`src/rtl/add_pkg.sv`:
```
// Shared definitions for the multi-precision add/subtract sequencer.
package add_pkg;

  // Datapath word width.
  localparam int WORD_W = 32;

  // Sequencer states.
  typedef enum logic [0:0] {
    ST_IDLE = 1'b0,
    ST_RUN  = 1'b1
  } state_e;

  // Signed overflow of a two's-complement add, using the word's sign bits.
  function automatic logic signed_ovf(input logic a_msb,
                                      input logic b_msb,
                                      input logic s_msb);
    return (a_msb == b_msb) && (s_msb != a_msb);
  endfunction

endpackage

```
`src/rtl/mp_add_seq_g_rca32.sv`:
```
// Gate-level 32-bit ripple-carry adder; purely combinational.
module g_rca32
  import add_pkg::*;
(
  input  logic [WORD_W-1:0] a,
  input  logic [WORD_W-1:0] b,
  input  logic              cin,
  output logic [WORD_W-1:0] sum,
  output logic              cout
);

  logic [WORD_W:0] c;
  logic [WORD_W-1:0] p;
  logic [WORD_W-1:0] g;

  assign c[0] = cin;

  // One full adder per bit, carry rippling from bit 0 upward.
  for (genvar i = 0; i < WORD_W; i++) begin : g_fa
    assign p[i]   = a[i] ^ b[i];
    assign g[i]   = a[i] & b[i];
    assign sum[i] = p[i] ^ c[i];
    assign c[i+1] = g[i] | (p[i] & c[i]);
  end

  assign cout = c[WORD_W];

endmodule

```
`src/rtl/mp_add_seq.sv`:
```
// Multi-precision add/subtract sequencer: streams word pairs LS-word first
// through one 32-bit adder, chaining the carry through a register.
//
// state | meaning
// ------+--------------------------------------------------------------
// IDLE  | waiting for the first (least significant) word of an operand;
//       | mode and carry-in come from in_sub
// RUN   | inside a multi-word operand; mode from sub_q, carry from carry_q
module mp_add_seq
  import add_pkg::*;
#(
  parameter int MAX_WORDS = 8,
  parameter int IDXW      = (MAX_WORDS > 1) ? $clog2(MAX_WORDS) : 1
) (
  input  logic              clk,
  input  logic              rst,
  input  logic              in_valid,
  output logic              in_ready,
  input  logic [WORD_W-1:0] in_a,
  input  logic [WORD_W-1:0] in_b,
  input  logic              in_sub,
  input  logic              in_last,
  output logic              out_valid,
  input  logic              out_ready,
  output logic [WORD_W-1:0] out_sum,
  output logic [IDXW-1:0]   out_idx,
  output logic              out_last,
  output logic              out_cout,
  output logic              out_ovf,
  output logic              out_err
);

  localparam logic [0:0]      IDLE    = 1'(ST_IDLE);
  localparam logic [0:0]      RUN     = 1'(ST_RUN);
  localparam logic [IDXW-1:0] IDX_MAX = IDXW'(MAX_WORDS - 1);

  logic [0:0]        state;
  logic              carry_q;
  logic              sub_q;
  logic [IDXW-1:0]   idx;

  logic              accept;
  logic              mode;
  logic              cin;
  logic [WORD_W-1:0] b_eff;
  logic [WORD_W-1:0] sum;
  logic              cout;
  logic              at_max;
  logic              final_word;
  logic              err_word;
  logic              ovf;

  // A single output register: accept whenever it is empty or draining now.
  assign in_ready = !out_valid || out_ready;
  assign accept   = in_valid && in_ready;

  // Mode and carry-in come from the input on the first word, else from the
  // registers latched on that first word.
  always_comb begin
    mode = sub_q;
    cin  = carry_q;
    if (state == IDLE) begin
      mode = in_sub;
      cin  = in_sub;
    end
  end

  assign b_eff = in_b ^ {WORD_W{mode}};

  g_rca32 u_rca (
    .a    (in_a),
    .b    (b_eff),
    .cin  (cin),
    .sum  (sum),
    .cout (cout)
  );

  // idx is 0 in IDLE, so the limit test also covers MAX_WORDS == 1.
  assign at_max     = (idx == IDX_MAX);
  assign final_word = in_last || at_max;
  assign err_word   = !in_last && at_max;
  assign ovf        = signed_ovf(in_a[WORD_W-1], b_eff[WORD_W-1], sum[WORD_W-1]);

  // Sequencer state, carry chain and word index advance only on an accept.
  always_ff @(posedge clk or posedge rst) begin
    if (rst) begin
      state   <= IDLE;
      carry_q <= 1'b0;
      sub_q   <= 1'b0;
      idx     <= '0;
    end else if (accept) begin
      if (final_word) begin
        state   <= IDLE;
        carry_q <= 1'b0;
        sub_q   <= 1'b0;
        idx     <= '0;
      end else begin
        state   <= RUN;
        carry_q <= cout;
        sub_q   <= mode;
        idx     <= idx + 1'b1;
      end
    end
  end

  // Output register: loads on accept, holds while stalled, empties on drain.
  always_ff @(posedge clk or posedge rst) begin
    if (rst) begin
      out_valid <= 1'b0;
      out_sum   <= '0;
      out_idx   <= '0;
      out_last  <= 1'b0;
      out_cout  <= 1'b0;
      out_ovf   <= 1'b0;
      out_err   <= 1'b0;
    end else if (accept) begin
      out_valid <= 1'b1;
      out_sum   <= sum;
      out_idx   <= idx;
      out_last  <= final_word;
      out_cout  <= final_word & cout;
      out_ovf   <= final_word & ovf;
      out_err   <= err_word;
    end else if (out_ready) begin
      out_valid <= 1'b0;
    end
  end

endmodule

```
`config.mk`:
```
export PLATFORM = sky130hd
export DESIGN_NAME = mp_add_seq
export DESIGN_NICKNAME = d
export VERILOG_FILES = /design/src/rtl/add_pkg.sv /design/src/rtl/mp_add_seq_g_rca32.sv /design/src/rtl/mp_add_seq.sv
export SDC_FILE = /design/constraint.sdc
export NUM_CORES = 1
export LEC_CHECK = 0
export CORE_MARGIN = 2
export CORE_UTILIZATION = 25
export CTS_CLUSTER_SIZE = 40
export DETAILED_ROUTE_END_ITERATION = 8
export GPL_TIMING_DRIVEN = 0
export HOLD_SLACK_MARGIN = 0.06
export PLACE_DENSITY = 0.47
export RECOVER_POWER = 50
export SLEW_MARGIN = 20
export SYNTH_ARGS = -nofsm -noshare
export SYNTH_HDL_FRONTEND = slang
export SYNTH_SLANG_ARGS = --single-unit
export TNS_END_PERCENT = 5
```
`constraint.sdc`:
```
create_clock -name clk -period 35.8 [get_ports clk]
set_clock_uncertainty 0.2 [all_clocks]
set_input_delay 5.37 -clock clk [delete_from_list [all_inputs] [get_ports clk]]
set_output_delay 5.37 -clock clk [all_outputs]
set_load 0.005 [all_outputs]
```
==> summary.txt, run 1 <==
Status
  • Status: completed

Yosys
  • Area fraction of the dominant cell type after synthesis: 37.8%
  • Mean area per synthesized cell: 11.9 um2
  • Mux share of post-synthesis cell area: about a tenth
  • Synth Flop Type: dfrtp_1
  • Cell taking the most area after synthesis: dfrtp_1
  • Seq/Total Area, Yosys: around 38%
  • Main area contributors after synthesis: dfrtp_1, fa_1, xor2_1
  • Syn. warnings: 0
  • #FFs+latches synth: 46
  • Area share of and/or/nand/nor cells after synthesis: around 2.6%
  • Post-synth EDFFs: 0
  • Largest family of logic cells by synthesized area: adder cells
  • Synth unique cells: 28
  • Asr flop ratio synth: 100%
  • Adder-cell share of the synthesized area: between 20% and 30%
  • Fraction of the mapped netlist area in compound gates: 6.45%
  • XOR/XNOR Fraction of Synth Area: about a tenth
  • Mapped cell area: between 3000 and 4000 um2
  • Post-Synthesis Cells: 255
  • Mapped Nets: 360

Critical path
  • Slowest Stage Delay on Critical Path: between 500 and 600 ps
  • Cell mode on critical path: fa_1
  • Crit path DAT: 19,970 ps
  • Slowest CP cell: fa_1
  • Required @ worst endpoint: 35,770 ps
  • Max FO, Critical Path: 10
  • Crit Path Category: in2reg
  • Worst Setup End Kind: flop
  • Worst setup SP type: primary input

Die
  • Row count: 40
  • I/O pins: between 100 and 150
  • Core Box Area: approximately 12,000 um2
  • Die Width: 114 um
  • Die area: between 10,000 and 15,000 um2
  • Vert. Die Dim: approximately 110 um
  • Initial cell density of the core: around 25%

Detailed routing
  • Vias post-DR: roughly 2,100
  • Metal2 WL: about 3800 um
  • WL met1: approximately 3000 um
  • Detail Route Antenna Nets: 0
  • DR WL met3: 399 um
  • Initial DRC Count: 47
  • WL/cell: 14.0 um
  • Residual DRC count: 0
  • Uppermost layer routed: met4
  • Drt pass-1 iters: 4
  • Vias per inst: between 4 and 5
  • Final wirelength: 7280 um

Clocking
  • Post-CTS resize count: 0
  • Clk buf depth: 2
  • Clock Pin Slew Worst Setup and Hold Paths: approximately 70 ps
  • # Post-CTS Setup Buffers: 0
  • Hold buffers post-CTS: 0
  • CTS Buf Count: 5
  • Worst-Skew Late Latency: ~280 ps
  • Clock Root Buffer: clkbuf_16
  • # H-tree levels: 2
  • CTS sink cnt: between 40 and 50
  • CTS tree: done

Worst hold path
  • Class of the worst hold path: reg2reg

Global route
  • Gr usage total: about an eighth
  • Initial antenna violation count: 0
  • Total gr overflow: 0
  • First-pass GRT wire length: between 10,000 and 15,000 um
  • Vias in the first global route: 2,249
  • Largest net degree at the start of global routing: 26

STA
  • Fin. Hold Viols: 0
  • Worst-margin pin slew: around 1400 ps
  • RSZ-0062 raised after global routing: false
  • Total Neg Setup Slack: 0 ps
  • Clock period minus final worst setup slack: between 15,000 and 20,000 ps
  • Setup-failing EPs final: 0
  • Slew Limit Fails: 0
  • Hold slack: 291 ps
  • Final worst path period share: a little under three fifths
  • Rel. slew slack: ~4.8%
  • Fmax achieved: roughly 0.050 GHz

Cells and area
  • Commonest non-fill, non-tap cell in the layout: clkdlybuf4s50_1
  • Fillcell total: about 1,200
  • Top reg by flops: out_sum
  • Max reg flops: 32
  • Multi-input logic area: between 1500 and 2000 um2
  • Diodes inserted: 0
  • Most frequent cells in the layout: clkdlybuf4s50_1, inv_1, dfrtp_1, xor2_1, fa_1
  • Largest regs: out_sum x32, idx x3, out_idx x3
  • Syn-to-layout area delta: 45.6%
  • Sequential cell area: approximately 1200 um2
  • Final #Nets: between 400 and 500
  • Share of cells above drive strength 1: under 10%

Pwr
  • Power per cell area: around 54 nW/um2
  • Tot Pwr: between 200 and 250 uW
  • Max VDD drop: slightly above 20 uV
  • Leakage power: between 0.002 and 0.0025 uW

Place
  • Hpwl dp: about 5800 um
  • RD Place Congestion: ~0.7
  • Port-buffer cells: 110

Flow run
  • Max-cap violations: 0
[synthesized netlist by cell type (2+ instances only)]
library cell and n:
mux2_2 8, a21oi_2 9, fa_1 32, buf_2 3, a21oi_1 19, xor2_1 32
mux2i_4 2, mux2i_1 19, nor3_1 3, ha_1 3, inv_1 55, buf_6 2
buf_4 2, o21ai_0 3, dfrtp_1 46, nand4_1 2, buf_8 3, nor2_1 2
[final cells by class]
| class | count | share of cell area, % |
|---|---|---|
| plain buffers | 12 | 1.83 |
| clock buffers | 5 | 2.82 |
| clock inverters | 3 | 0.564 |
| inverters | 55 | 4.65 |
| multi-input cells | 142 | 35.1 |
| flip-flops and latches | 46 | 25.9 |
| well taps | 147 | 4.15 |
| repair buffers | 111 | 24.9 |
[per-layer routing]
layer | global-route usage [%] | up-vias
met1 | 14.7 | 1039
met4 | 2.93 | 0
met5 | 0 | -
met2 | 20.1 | 55
met3 | 2.75 | 4
li1 | - | 1013
[power breakdown]
group	total, uW	internal, uW	switching [uW]	leakage (uW)
Clock	47.6	26.3	21.3	0.0000704
Sequential	82.1	71.3	10.9	0.000541
Combinational	108	63.4	44.5	0.00141
[metrics by stage]
stage	cells	util, %	cell area, um2	worst slack (ps)
CTS	521	37.6	4500	15690
finish	521	37.1	4440	15800
global placement	512	36.2	4330	15470
floorplan	255	-	3050	16810
global route	521	37.1	4440	15280
detailed placement	513	36.4	4350	15400
[cell families (layout without fill, tap and decap cells)]
family	Yosys count	in the layout
xor gates and xnor gates	33	33
buffers and inverters	67	186
muxes	29	29
adders and majority gates	35	35
AOI/OAI and AO/OA	32	32
and+or+nand+nor	13	13
DFF	46	46
[critical path: cells and delay by family]
kind	cells	cell delay, ps
mux	2	630
fa+ha+maj	32	12920
buf+inv	2	700
simple gates	1	60
xor+xnor	2	250
[path summary, 6_finish.rpt]
| kind | slack, ps | cells after the start | start | endpoint |
|---|---|---|---|---|
| min in group asynchronous | 5520 | 2 | rst | out_sum[2] |
| hold / removal | 290 | 1 | out_last | out_last |
| hold reg to reg | 290 | 1 | out_last | out_last |
| max in group asynchronous | 28060 | 3 | rst | out_sum[11] |
| setup / recovery | 15800 | 39 | in_sub | out_ovf |
| setup reg to reg | 20810 | 38 | state | out_ovf |
(Power assumes the default switching activity.)
==> inputs of run 2 (changes only) <==
==> constraint.sdc (replaced) <==
create_clock -name clk -period 19.2 [get_ports clk]
set_clock_uncertainty 0.2 [all_clocks]
set_input_delay 2.88 -clock clk [delete_from_list [all_inputs] [get_ports clk]]
set_output_delay 2.88 -clock clk [all_outputs]
set_load 0.005 [all_outputs]
==> results of run 2 <==
Same layout as run 1 (identical final DEF). Status: completed.
Among the figures that moved: setup slack after placement 15400 ps -> 1290 ps; setup slack after layout 15800 ps -> 1690 ps; register-to-register setup slack 20810 ps -> 4210 ps; total power 238 uW -> 443 uW; worst IR drop on VDD 20.1 uV -> 37.6 uV
==> inputs of run 3 (changes only) <==
--- a/config.mk
+++ b/config.mk
@@ -5,6 +5,7 @@
 export SDC_FILE = /design/constraint.sdc
 export NUM_CORES = 1
 export LEC_CHECK = 0
+export CAP_MARGIN = 20
 export CORE_MARGIN = 2
 export CORE_UTILIZATION = 25
 export CTS_CLUSTER_SIZE = 40
==> results of run 3 <==
Same layout as run 1 (identical final DEF). Status: completed.
Among the figures that moved: setup slack after placement 15400 ps -> 1290 ps; setup slack after layout 15800 ps -> 1690 ps; register-to-register setup slack 20810 ps -> 4210 ps; total power 238 uW -> 443 uW; worst IR drop on VDD 20.1 uV -> 37.6 uV
